`src/rtl/poly_deriv_pkg.sv`:
```
// Shared types and helpers for the streaming polynomial differentiator.
// Holds the FSM state encoding, the default product width and the vanishing-term test.
package poly_deriv_pkg;

   typedef enum logic [1:0] {
      IDLE  = 2'd0,
      MUL   = 2'd1,
      OUT   = 2'd2,
      FLUSH = 2'd3
   } state_t;

   localparam int DEF_COEF_W = 4;
   localparam int DEF_EXP_W  = 4;
   localparam int PROD_W     = DEF_COEF_W + DEF_EXP_W;

   // A term differentiates to zero when its coefficient or its exponent is zero.
   function automatic logic is_zero_term(input logic coef_zero, input logic exp_zero);
      return coef_zero | exp_zero;
   endfunction

endpackage

```
`src/rtl/shift_add_mul.sv`:
```
// Unsigned iterative shift-add multiplier with a fixed B_W-cycle latency.
// A start pulse loads the operands; done is high during the final iteration cycle.
module shift_add_mul #(
   parameter int A_W = 4,
   parameter int B_W = 4
) (
   input  logic               clk,
   input  logic               rst,
   input  logic               start,
   input  logic [A_W-1:0]     a,
   input  logic [B_W-1:0]     b,
   output logic               done,
   output logic [A_W+B_W-1:0] product
);

   localparam int P_W = A_W + B_W;
   localparam int C_W = $clog2(B_W + 1);
   localparam logic [C_W-1:0] LAST_STEP = C_W'(B_W - 1);

   logic [P_W-1:0] mcand;
   logic [B_W-1:0] mplier;
   logic [C_W-1:0] step;
   logic           busy;

   assign done = busy && (step == LAST_STEP);

   // One multiplier bit per cycle; product settles at the edge that ends the done cycle.
   always_ff @(posedge clk) begin
      if (rst) begin
         mcand   <= '0;
         mplier  <= '0;
         step    <= '0;
         busy    <= 1'b0;
         product <= '0;
      end else if (start) begin
         mcand   <= P_W'(a);
         mplier  <= b;
         step    <= '0;
         busy    <= 1'b1;
         product <= '0;
      end else if (busy) begin
         if (mplier[0])
            product <= product + mcand;
         mcand  <= mcand << 1;
         mplier <= mplier >> 1;
         step   <= step + 1'b1;
         if (done)
            busy <= 1'b0;
      end
   end

endmodule

```
`src/rtl/poly_derivative_engine.sv`:
```
// Streaming differentiator: one (coef, exp) term in, one (coef*exp, exp-1) term out.
// Handles signed coefficients, vanishing-term suppression, frame flush and a per-frame term count.
module poly_derivative_engine
   import poly_deriv_pkg::*;
#(
   parameter int COEF_W    = 4,
   parameter int EXP_W     = 4,
   parameter bit SIGNED    = 1'b0,
   parameter bit DROP_ZERO = 1'b1,
   parameter int CNT_W     = 4
) (
   input  logic                    clk,
   input  logic                    rst,
   input  logic                    in_valid,
   output logic                    in_ready,
   input  logic [COEF_W-1:0]       in_coef,
   input  logic [EXP_W-1:0]        in_exp,
   input  logic                    in_last,
   output logic                    out_valid,
   input  logic                    out_ready,
   output logic [COEF_W+EXP_W-1:0] out_coef,
   output logic [EXP_W-1:0]        out_exp,
   output logic                    out_last,
   output logic [CNT_W-1:0]        term_count
);

   localparam int PW = COEF_W + EXP_W;

   state_t            state, state_nx;
   logic              neg_r, last_r, clear_pending;
   logic [EXP_W-1:0]  exp_r;
   logic              accept, out_fire, in_zero, in_drop, in_neg, mul_done;
   logic [COEF_W-1:0] in_mag;
   logic [PW-1:0]     product;

   assign in_ready = (state == IDLE) && !rst;
   assign accept   = in_valid && in_ready;
   assign in_zero  = is_zero_term(in_coef == '0, in_exp == '0);
   assign in_drop  = in_zero && DROP_ZERO;
   assign in_neg   = SIGNED && in_coef[COEF_W-1];
   assign in_mag   = in_neg ? (~in_coef + 1'b1) : in_coef;

   shift_add_mul #(.A_W(COEF_W), .B_W(EXP_W)) u_mul (
      .clk     (clk),
      .rst     (rst),
      .start   (accept && !in_drop),
      .a       (in_mag),
      .b       (in_exp),
      .done    (mul_done),
      .product (product)
   );

   always_ff @(posedge clk) begin
      if (rst)
         state <= IDLE;
      else
         state <= state_nx;
   end

   always_comb begin
      state_nx  = state;
      out_valid = 1'b0;
      case (state)
         IDLE:  if (accept) state_nx = in_drop ? (in_last ? FLUSH : IDLE) : MUL;
         MUL:   if (mul_done) state_nx = OUT;
         OUT:   begin
                   out_valid = 1'b1;
                   if (out_ready) state_nx = IDLE;
                end
         FLUSH: begin
                   out_valid = 1'b1;
                   if (out_ready) state_nx = IDLE;
                end
         default: state_nx = IDLE;
      endcase
   end

   // Zero-derivative terms carry exponent 0 so the exp==0 case never underflows.
   always_ff @(posedge clk) begin
      if (rst) begin
         neg_r  <= 1'b0;
         last_r <= 1'b0;
         exp_r  <= '0;
      end else if (accept) begin
         neg_r  <= in_neg;
         last_r <= in_last;
         exp_r  <= in_zero ? '0 : in_exp - 1'b1;
      end
   end

   assign out_coef = (state == OUT) ? (neg_r ? ('0 - product) : product) : '0;
   assign out_exp  = (state == OUT) ? exp_r : '0;
   assign out_last = out_valid && last_r;
   assign out_fire = out_valid && out_ready;

   // The count stays visible for one cycle after the frame's last term, then clears.
   always_ff @(posedge clk) begin
      if (rst) begin
         term_count    <= '0;
         clear_pending <= 1'b0;
      end else begin
         clear_pending <= out_fire && out_last;
         if (clear_pending)
            term_count <= '0;
         else if (out_fire && (out_coef != '0) && (term_count != '1))
            term_count <= term_count + 1'b1;
      end
   end

endmodule

```
`config.mk`:
```
export PLATFORM = sky130hd
export DESIGN_NAME = poly_derivative_engine
export DESIGN_NICKNAME = d
export VERILOG_FILES = /design/src/rtl/poly_deriv_pkg.sv /design/src/rtl/shift_add_mul.sv /design/src/rtl/poly_derivative_engine.sv
export SDC_FILE = /design/constraint.sdc
export NUM_CORES = 1
export LEC_CHECK = 0
export BUFFER_PORTS_ARGS = -buffer_cell sky130_fd_sc_hd__clkbuf_2
export CAP_MARGIN = 5
export CELL_PAD_IN_SITES_DETAIL_PLACEMENT = 1
export CELL_PAD_IN_SITES_GLOBAL_PLACEMENT = 2
export CORE_MARGIN = 8
export CORE_UTILIZATION = 33
export CTS_CLUSTER_SIZE = 24
export DETAILED_ROUTE_END_ITERATION = 8
export PLACE_DENSITY = 0.79
export SKIP_CTS_REPAIR_TIMING = 1
export SYNTH_ARGS = -nofsm -noshare
export SYNTH_HDL_FRONTEND = slang
export SYNTH_SLANG_ARGS = --single-unit
```
`constraint.sdc`:
```
create_clock -name clk -period 2.3 [get_ports clk]
set_input_delay 0.345 -clock clk [delete_from_list [all_inputs] [get_ports clk]]
set_output_delay 0.345 -clock clk [all_outputs]
set_load 0.05 [all_outputs]
```
==> impl_metrics.env <==
export IMPL_status="finished, final reports clean"
export IMPL_cts_tree="built"
export IMPL_maximum_vdd_drop_v=0.0002399
export IMPL_antenna_found_initial=0
export IMPL_cts_inserted_buffers=5
export IMPL_p_seq_frac=0.464
export IMPL_reg_to_reg_startpoint="u_mul.product[0]"
export IMPL_worst_pin_slew_ns=0.4866
export IMPL_worst_hold_path_endpoint="state[1]"
export IMPL_clock_tree_htree_level_count=2
export IMPL_power_share_switching=0.2387
export IMPL_worstHoldPathType="input pin to flop"
export IMPL_initial_utilization=0.3366
export IMPL_clockPowerShare=0.431
export IMPL_grt_first_pass_wirelength_um=8528
export IMPL_power_total_w=0.001433
export IMPL_synth_lib_cells_used_distinct=46
export IMPL_syn_cell_area_um2=1969
export IMPL_clk_latency_ns=0.29
export IMPL_dr_first_iter_drc_count=51
export IMPL_maximum_number_of_pins_on_one_net_before_global_route_repair=22
export IMPL_worstPathCellList="nor2b_1, buf_4, and2_1, clkbuf_2"
export IMPL_cp_end_kind="primary output"
export IMPL_numPortBuffers=31
export IMPL_timing_final_setup_violations=0
export IMPL_fmax_ghz=0.4750
export IMPL_synth_ff_latch_count=36
export IMPL_setup_total_negative_slack_ns=0
export IMPL_power_leakage_nw=0.9489
export IMPL_routed_wire_length_per_instance_um=14.76
export IMPL_clk_path_buf_depth=2
export IMPL_root_buffer="clkbuf_8"
export IMPL_clk_transition_reported_paths_ns=0.07
export IMPL_r2r_end="u_mul.product[6]"
export IMPL_mostFrequentLayoutCell="dfxtp_1"
export IMPL_internal_power_w=0.001091
export IMPL_gr_usage_all_layers=0.1223
export IMPL_whs_path_depth=2
export IMPL_syn_mean_instance_area_um2=8.714
export IMPL_drc=0
export IMPL_min_from="out_ready"
export IMPL_num_io_pins=32
export IMPL_comb_power_share=0.105
export IMPL_synthesis_nets=252
export IMPL_fp_dieArea_um2=8696
export IMPL_r2r_cells=8
export IMPL_mostFrequentLayoutCells="36 x dfxtp_1, 31 x clkbuf_2, 24 x nor2_1"
export IMPL_final_antenna_net_count=0
export IMPL_gp_routability_congestion=0.8060
export IMPL_synth_largest_area_cell="dfxtp_1"
export IMPL_first_global_vias=1757
export IMPL_drv_max_cap_violation_count=0
export IMPL_timing_final_crit_period_ns=2.105
export IMPL_dpl_hpwl_um=3870
export IMPL_number_of_warnings_printed_during_yosys_synthesis=0
export IMPL_rsz_0062_raised_after_global_routing="false"
export IMPL_crit_path_start="state[1]"
export IMPL_critical_path_max_stage_delay_ns=0.50
export IMPL_syn2layout_area_growth_pct=18.17
export IMPL_layout_drive_gt1_share=0.2000
export IMPL_criticalPathCategory="flop to primary output"
export IMPL_critical_path_slowest_cell="dfxtp_1"
export IMPL_synth_top_area_share=0.3659
export IMPL_hold_violations=0
export IMPL_power_net_switching_w=0.0003421
export IMPL_clock_skew_final_ns=0.005536
export IMPL_worst_slew_margin_rel=0.6737
export IMPL_postRouteWirelength_um=4944
export IMPL_r2r_slack_ns=0.32
export IMPL_period_share=0.9154
export IMPL_grt_overflow=0
export IMPL_yosys_top_cells_area="dfxtp_1 37%, ha_1 7.6%, mux2i_1 6.1%, and2_1 4.8%, a211oi_1 4.6%"
export IMPL_drt_pass1_iterations=4
export IMPL_kind_of_launch_point_of_the_worst_setup_path="flop"
export IMPL_num_vias=1679
export IMPL_chipHeight_um=93.25
export IMPL_netlist_instances=226
export IMPL_antenna_cells=0
export IMPL_synth_yosys_seq_area_share=0.3659
export IMPL_timing_final_max_slew_violations=0
export IMPL_fp_coreArea_um2=5851
export IMPL_floorplan_die_width_um=93.25
export IMPL_data_required_critical_path_ns=1.96
export IMPL_floorplan_rows=28
export IMPL_vias_per_cell=5.012
export IMPL_final_nets=285
export IMPL_cp_arrival_ns=1.76
export IMPL_power_density_of_the_placed_cells_nw_per_um2=615.9
export IMPL_layout_core_utilization=0.3978
export IMPL_cp_max_fo=10
export IMPL_clock_sinks=36
-- per-layer routing --
metal  share of wire  wire length (µm)  GRT usage  vias to the layer above
met5               0                 0          0                        -
met4           0.012                61    0.04027                        0
met3           0.041               204    0.03686                        6
met2            0.47              2311     0.2027                       22
met1            0.48              2367     0.1466                      789
li1                -                 -          -                      862
-- stage by stage --
stage | setup slack [ns] | hold WS (ns) | area (µm²) | cells
floorplan | 0.3756 | 0.4273 | 1974 | 226
global placement | 0.3608 | 0.4512 | 2201 | 327
detailed placement | 0.3250 | 0.4584 | 2201 | 327
CTS | 0.1530 | 0.2852 | 2327 | 335
global route | 0.03432 | 0.2883 | 2327 | 335
finish | 0.1945 | 0.2887 | 2327 | 335
-- synthesized netlist by cell type (all sizes together) --
master       count
or4b             2
o31a             1
nand2           19
a31oi            1
fa               1
nor3b            1
and2            15
nand2b           2
a22oi            1
o211ai           1
xor2             3
buf              7
nand3            6
a2111oi          1
o2111ai          1
nand4            1
a211oi          12
clkbuf           4
o21a             3
or4              1
dfxtp           36
nor2            25
o311ai           1
mux2i           12
a21oi           13
xnor2            3
o31ai            1
nor4             3
a311oi           1
a2bb2oi          1
nor3             9
and3             3
nor2b            4
nand3b           3
dlygate4sd1      1
a221oi           1
ha              12
o21ai            5
inv              9
-- cell type report --
class	count	area [µm²]
inverters	9	33.78
clock inverters	1	30.03
fillers	713	3523
well taps	75	93.84
repair buffers	38	207.7
clock buffers	7	96.34
multi-input cells	169	1145
flip-flops and latches	36	720.7
-- kinds of logic after synthesis --
| family | count (synthesis) | synth area share |
|---|---|---|
| compound gates | 44 | 0.1557 |
| xor+xnor | 6 | 0.02669 |
| fa+ha+maj | 13 | 0.08640 |
| buf+inv | 21 | 0.05527 |
| flops | 36 | 0.3659 |
| mux | 12 | 0.06099 |
| simple gates | 94 | 0.2491 |
-- flip-flops by register name, indices dropped and copies added (netlist names) --
signal and cells:
exp_r 4, u_mul.product 8, u_mul.busy 1, state 2
u_mul.mcand 8, u_mul.step 3, u_mul.mplier 4, last_r 1
term_count 4, clear_pending 1
-- worst max-delay path by stage --
stage / depth (start not counted) / end
final: 4 / out_coef[0]
after floorplan: 6 / u_mul.mplier[3]
after global routing: 4 / out_coef[0]
after CTS: 4 / out_coef[2]
after detailed placement: 8 / u_mul.product[6]
after global placement: 8 / u_mul.product[6]
-- worst max-delay path: cells and delay by family (launching register included) --
| family | cells | cell delay (ns) |
|---|---|---|
| buf+inv | 2 | 0.48 |
| flops | 1 | 0.50 |
| simple gates | 2 | 0.49 |
-- power groups by stage --
stage	Sequential [W]	Clock, W	Combinational [W]
6_report	0.000665	0.000618	0.000150
5_1_grt	0.000669	0.000666	0.000169
4_1_cts	0.000666	0.000636	0.000153
3_5_place_dp	0.000680	0	0.000153
3_3_place_gp	0.000680	0	0.000150
2_1_floorplan	0.000672	0	0.000112
(Power assumes the default switching activity.)
